--- config.mk ---
export PLATFORM = sky130hd
export DESIGN_NAME = watch_set_ctrl
export DESIGN_NICKNAME = d
export VERILOG_FILES = /design/src/rtl/watch_set_ctrl.sv
export SDC_FILE = /design/constraint.sdc
export NUM_CORES = 1
export LEC_CHECK = 0
export ABC_AREA = 0
export CAP_MARGIN = 15
export CORE_ASPECT_RATIO = 1.2
export CORE_MARGIN = 8
export CORE_UTILIZATION = 53
export CTS_BUF_LIST = sky130_fd_sc_hd__clkbuf_4 sky130_fd_sc_hd__clkbuf_8
export DETAILED_ROUTE_END_ITERATION = 8
export GPL_TIMING_DRIVEN = 0
export PLACE_DENSITY = 0.83
export SLEW_MARGIN = 30
export SYNTH_ARGS = -nofsm -noshare
export SYNTH_HDL_FRONTEND = slang
export SYNTH_SLANG_ARGS = --single-unit
--- constraint.sdc ---
create_clock -name clk -period 1.9 [get_ports clk]
set_input_delay 0.285 -clock clk [delete_from_list [all_inputs] [get_ports clk]]
set_output_delay 0.285 -clock clk [all_outputs]
set_load 0.01 [all_outputs]
--- src/rtl/watch_set_ctrl.sv ---
// Watch time-setting controller.
// Walks the user through hour, minute and second edit fields with two
// pre-synchronised buttons, then strobes the edited BCD time into the watch.
//   clk, reset         : clock, asynchronous active-high reset
//   mode_btn, inc_btn  : level buttons; a rising edge is one press
//   cur_*              : current BCD time from the watch (captured on edit entry)
//   *_out              : BCD load value (the edit registers)
//   set_out            : one-cycle load strobe on commit
//   edit_field         : 0 none, 1 hr, 2 min, 3 sec
module watch_set_ctrl #(
   parameter int unsigned TIMEOUT_CYC = 64
) (
   input  logic       clk,
   input  logic       reset,
   input  logic       mode_btn,
   input  logic       inc_btn,
   input  logic [3:0] cur_hr_msb,
   input  logic [3:0] cur_hr_lsb,
   input  logic [3:0] cur_min_msb,
   input  logic [3:0] cur_min_lsb,
   input  logic [3:0] cur_sec_msb,
   input  logic [3:0] cur_sec_lsb,
   output logic [3:0] hr_msb_out,
   output logic [3:0] hr_lsb_out,
   output logic [3:0] min_msb_out,
   output logic [3:0] min_lsb_out,
   output logic [3:0] sec_msb_out,
   output logic [3:0] sec_lsb_out,
   output logic       set_out,
   output logic [1:0] edit_field
);

   localparam int unsigned IDLE_W = $clog2(TIMEOUT_CYC);

   typedef enum logic [2:0] {
      RUN      = 3'd0,
      EDIT_HR  = 3'd1,
      EDIT_MIN = 3'd2,
      EDIT_SEC = 3'd3,
      COMMIT   = 3'd4
   } state_t;

   state_t            state;
   logic              mode_prev;
   logic              inc_prev;
   logic              mode_arm;
   logic              inc_arm;
   logic [IDLE_W-1:0] idle_cnt;
   logic              mode_press;
   logic              inc_press;

   // BCD increment with wrap; out-of-range or non-BCD contents restart at 00.
   function automatic logic [7:0] bcd_inc(input logic [3:0] msb,
                                          input logic [3:0] lsb,
                                          input logic       is_hr);
      logic bad;
      logic top;
      bad = (lsb > 4'd9) ||
            (is_hr ? ((msb > 4'd2) || ((msb == 4'd2) && (lsb > 4'd3)))
                   : (msb > 4'd5));
      top = is_hr ? ((msb == 4'd2) && (lsb == 4'd3))
                  : ((msb == 4'd5) && (lsb == 4'd9));
      if (bad || top)
         return 8'h00;
      else if (lsb == 4'd9)
         return {msb + 4'd1, 4'd0};
      else
         return {msb, lsb + 4'd1};
   endfunction

   // A button is only armed once it has been seen low after reset, so a
   // button held through reset release does not count as a press.
   assign mode_press = mode_btn & ~mode_prev & mode_arm;
   assign inc_press  = inc_btn  & ~inc_prev  & inc_arm;

   // Mode/field FSM with edit registers, idle timeout and registered outputs.
   always_ff @(posedge clk or posedge reset) begin
      if (reset) begin
         state       <= RUN;
         mode_prev   <= 1'b0;
         inc_prev    <= 1'b0;
         mode_arm    <= 1'b0;
         inc_arm     <= 1'b0;
         idle_cnt    <= '0;
         hr_msb_out  <= 4'd0;
         hr_lsb_out  <= 4'd0;
         min_msb_out <= 4'd0;
         min_lsb_out <= 4'd0;
         sec_msb_out <= 4'd0;
         sec_lsb_out <= 4'd0;
         set_out     <= 1'b0;
         edit_field  <= 2'd0;
      end else begin
         mode_prev <= mode_btn;
         inc_prev  <= inc_btn;
         mode_arm  <= mode_arm | ~mode_btn;
         inc_arm   <= inc_arm  | ~inc_btn;
         set_out   <= 1'b0;

         case (state)
            RUN: begin
               edit_field <= 2'd0;
               if (mode_press) begin
                  hr_msb_out  <= cur_hr_msb;
                  hr_lsb_out  <= cur_hr_lsb;
                  min_msb_out <= cur_min_msb;
                  min_lsb_out <= cur_min_lsb;
                  sec_msb_out <= cur_sec_msb;
                  sec_lsb_out <= cur_sec_lsb;
                  idle_cnt    <= '0;
                  state       <= EDIT_HR;
                  edit_field  <= 2'd1;
               end
            end

            EDIT_HR, EDIT_MIN, EDIT_SEC: begin
               if (mode_press) begin
                  // Mode wins over a simultaneous inc press.
                  idle_cnt <= '0;
                  case (state)
                     EDIT_HR: begin
                        state      <= EDIT_MIN;
                        edit_field <= 2'd2;
                     end
                     EDIT_MIN: begin
                        state      <= EDIT_SEC;
                        edit_field <= 2'd3;
                     end
                     default: begin
                        state      <= COMMIT;
                        edit_field <= 2'd0;
                        set_out    <= 1'b1;
                     end
                  endcase
               end else if (inc_press) begin
                  idle_cnt <= '0;
                  case (state)
                     EDIT_HR:
                        {hr_msb_out, hr_lsb_out} <= bcd_inc(hr_msb_out, hr_lsb_out, 1'b1);
                     EDIT_MIN:
                        {min_msb_out, min_lsb_out} <= bcd_inc(min_msb_out, min_lsb_out, 1'b0);
                     default:
                        {sec_msb_out, sec_lsb_out} <= bcd_inc(sec_msb_out, sec_lsb_out, 1'b0);
                  endcase
               end else if (idle_cnt == IDLE_W'(TIMEOUT_CYC - 1)) begin
                  // Abandon the edit silently; edited values stay visible.
                  idle_cnt   <= '0;
                  state      <= RUN;
                  edit_field <= 2'd0;
               end else begin
                  idle_cnt <= idle_cnt + 1'b1;
               end
            end

            COMMIT: begin
               state      <= RUN;
               edit_field <= 2'd0;
            end

            default: begin
               state      <= RUN;
               edit_field <= 2'd0;
            end
         endcase
      end
   end

endmodule

==> flow_summary.json <==
{
  "grt_max_degree": 27,
  "synthDistinctLibCells": 63,
  "worst_setup_path_end_kind": "flop",
  "crit_arrival_ps": 2080,
  "cts_root_buf": "clkbuf_8",
  "fin_area_mm2": 0.00331,
  "max_cap_viol_count": 0,
  "avgViaCountPerCell": 5.67,
  "layout-drive-gt1-share_pct": 16.0,
  "antenna_found_initial": 0,
  "start_util_pct": 54.8,
  "clk_pin_slew_ps": 80,
  "dr.pass1.iters": 4,
  "clk_path_buf_depth": 2,
  "finalWeightedCongestion": 0.844,
  "cts_tree": "built",
  "port-buffer-count": 54,
  "reg2reg_from": "hr_msb_out[0]$_DFFE_PP0P_",
  "timing.hold.ws_ps": 273,
  "cts_max_level": 2,
  "netlist_area_mm2": 0.00252,
  "rsz0062_at_grt": "yes",
  "rr_worst_depth": 7,
  "cp_top_family": "simple AND/OR/NAND/NOR gates",
  "report.final.slew_viol_count": 0,
  "synth_nets": 302,
  "r2r_setup_slack_ps": 40,
  "tightest_slew_ps": 418,
  "fin_nets": 368,
  "grt_pass1_vias": 2265,
  "slowest_stage": "nor3_2",
  "dpl_cell_area_mm2": 0.00315,
  "clock-sinks": 40,
  "maxSlewHeadroom_pct": 72.0,
  "fin_worst_skew_ps": 12.9,
  "cp_cell_sequence": "inv_1 -> ha_2 -> nand2b_1 -> nand3_2 -> nor3_2 -> a221o_1 -> a21boi_0",
  "p_leak_nw": 1.43,
  "vias": 2210,
  "drc": 0,
  "ioPinCount": 55,
  "grt_use_total_pct": 17.6,
  "critical_path.max_stage_delay_ps": 410,
  "ir_drop_uv": 663,
  "drt_iter0_markers": 115,
  "hold_violations": 0,
  "finalCritPeriodShare_pct": 98.1,
  "setup_viol": 0,
  "r2r-end": "hr_lsb_out[0]$_DFFE_PP0P_",
  "core-area_mm2": 0.00459,
  "grt-ovfl-total": 0,
  "hpwlAfterDp_mm": 4.64,
  "crit_required_ps": 2120,
  "areaGrowthSynthToFinish_pct": 31.7,
  "cts_buffers": 5,
  "row_count": 27,
  "grt_pass1_wl_mm": 10.5,
  "syn_area_per_cell_um2": 9.50,
  "die_w_um": 78.9,
  "synth_cells": 265,
  "fin_tns_setup_ps": 0,
  "clk-insertion-delay-late_ps": 300,
  "ant_nets": 0,
  "cp_max_fo": 6,
  "setup.worst_path.class": "reg2reg",
  "synth_edf_count": 0,
  "crit_path_start_kind": "flop",
  "dieArea_mm2": 0.00722,
  "p_total_mw": 3.48,
  "synth_seq_cells": 40,
  "dieHeight_um": 91.5,
  "yosys_warnings": 0,
  "holdBufCountCts": 0,
  "min_path_type": "in2async",
  "crit_buf_inv": 1,
  "clock.fmax_mhz": 536,
  "async_flop_share_pct": 100,
  "synth_flop_cell": "dfrtp_1",
  "period_minus_slack_ps": 1860,
  "yosysSeqAreaShare_pct": 39.8,
  "power_density_mw_per_mm2": 1050,
  "status": "complete, no violations",
  "drt_wl_total_mm": 6.25,
  "antenna_cells": 0,
  "routedWlPerCell_um": 16.0
}
-- layout by cell type, fill, tap and decap left out, types with 2 or more instances in the layout --
master and n:
clkdlybuf4s50_1 54, dfrtp_1 39, nand2_1 29, nor2_1 19, inv_1 17, a21oi_1 16
o21ai_0 14, ha_1 8, buf_4 7, nand3_1 7, nand2b_1 6, a22o_1 6
clkbuf_8 6, o22ai_1 5, a22oi_1 5, buf_6 4, and3_1 4, a21o_1 4
xnor2_1 4, nor3_4 3, buf_2 3, o31ai_1 3, o21a_1 3, o211ai_1 3
nor3_1 3, o31ai_2 3, and2_1 2, nor4_4 2, a2bb2oi_1 2, nand3b_1 2
nand4_1 2, a211oi_2 2, o21ai_1 2, a32oi_1 2, nor4_1 2, mux2_1 2
clkinv_2 2
-- final cells by class --
type                    instances  area [um^2]
plain buffers                  10         82.6
clock buffers                   6         82.6
clock inverters                 2         10.0
fillers                       350         1280
inverters                      18         67.6
multi-input cells             197         1410
flip-flops and latches         40         1000
well taps                      58         72.6
repair buffers                 59          591
-- cell usage after synthesis (all sizes together) (2+ instances only) --
library cell,count,area (um^2)
xnor2,4,35.0
mux2,3,33.8
dfrtp,40,1000
nand2b,6,37.5
and2,3,21.3
nor3,7,73.8
a21oi,17,88.8
a22oi,5,37.5
buf,10,82.6
inv,18,67.6
a31oi,2,18.8
and3,4,25.0
a2bb2oi,2,17.5
nand3b,3,35.0
o22ai,5,31.3
a32oi,2,17.5
ha,9,113
a22o,6,52.6
a211oi,2,25.0
nor4,4,55.1
o31ai,6,50.1
o211ai,3,22.5
o21a,3,22.5
nor3b,2,20.0
nand3,8,40.0
a21o,4,30.0
nand4,2,12.5
nand2,30,115
o21ai,17,85.1
nor2,20,77.6
-- state kept, by name, indices dropped and copies added, names as in the netlist --
signal,flops
edit_field,2
hr_lsb_out,4
hr_msb_out,4
idle_cnt,6
inc_arm,1
inc_prev,1
min_lsb_out,4
min_msb_out,4
mode_arm,1
mode_prev,1
sec_lsb_out,4
sec_msb_out,4
set_out,1
state,3
-- metrics by stage --
stage	setup WS [ps]	cells	utilization, %
floorplan	113	265	-
global placement	-183	377	68.1
detailed placement	-210	378	68.6
CTS	1.13	386	70.8
global route	-132	390	72.1
finish	36.1	390	72.1
-- logic make-up after synthesis --
logic type | Yosys count | share of synthesized area (%)
flip-flops | 40 | 39.8
adder cells (fa/ha/maj) | 9 | 4.47
AND/OR/NAND/NOR | 96 | 22.9
XOR/XNOR | 5 | 1.74
AO/OA/AOI/OAI | 83 | 23.5
buffers and inverters | 28 | 5.96
multiplexers | 4 | 1.74
-- what timing repair did --
action                                  in CTS  in global routing
pin swaps                                    2                  2
buffers inserted                             0                  4
cloned                                       0                  0
gates resized for setup                      2                  7
endpoints found under the setup margin       5                  9
-- where the power goes --
part	internal [mW]	total [mW]	switching [mW]
sequential	1.05	1.34	0.293
combinational	0.805	1.54	0.738
clock	0.290	0.596	0.306
total	2.14	3.48	1.34
-- layer usage --
metal  vias up  global-route usage [%]  wire length [um]
met4         0                    7.59               144
met1      1048                    20.7              2670
li1       1095                       -                 -
met3        11                    3.35               288
met5         -                       0                 0
met2        56                    30.2              3150
-- worst max-delay path by stage --
| stage | start | endpoint | slack [ps] | cells past startpoint |
|---|---|---|---|---|
| 4_1_cts | hr_msb_out[0]$_DFFE_PP0P_ | hr_msb_out[2]$_DFFE_PP0P_ | 1 | 7 |
| 3_5_place_dp | mode_btn | min_msb_out[2]$_DFFE_PP0P_ | -210 | 6 |
| 3_3_place_gp | reset | idle_cnt[2]$_DFFE_PP0P_ | -180 | 2 |
| 5_1_grt | hr_msb_out[0]$_DFFE_PP0P_ | hr_lsb_out[0]$_DFFE_PP0P_ | -130 | 7 |
| 2_1_floorplan | hr_msb_out[0]$_DFFE_PP0P_ | hr_msb_out[2]$_DFFE_PP0P_ | 110 | 7 |
| 6_report | hr_msb_out[0]$_DFFE_PP0P_ | hr_lsb_out[0]$_DFFE_PP0P_ | 40 | 7 |
(Power assumes the default switching activity.)
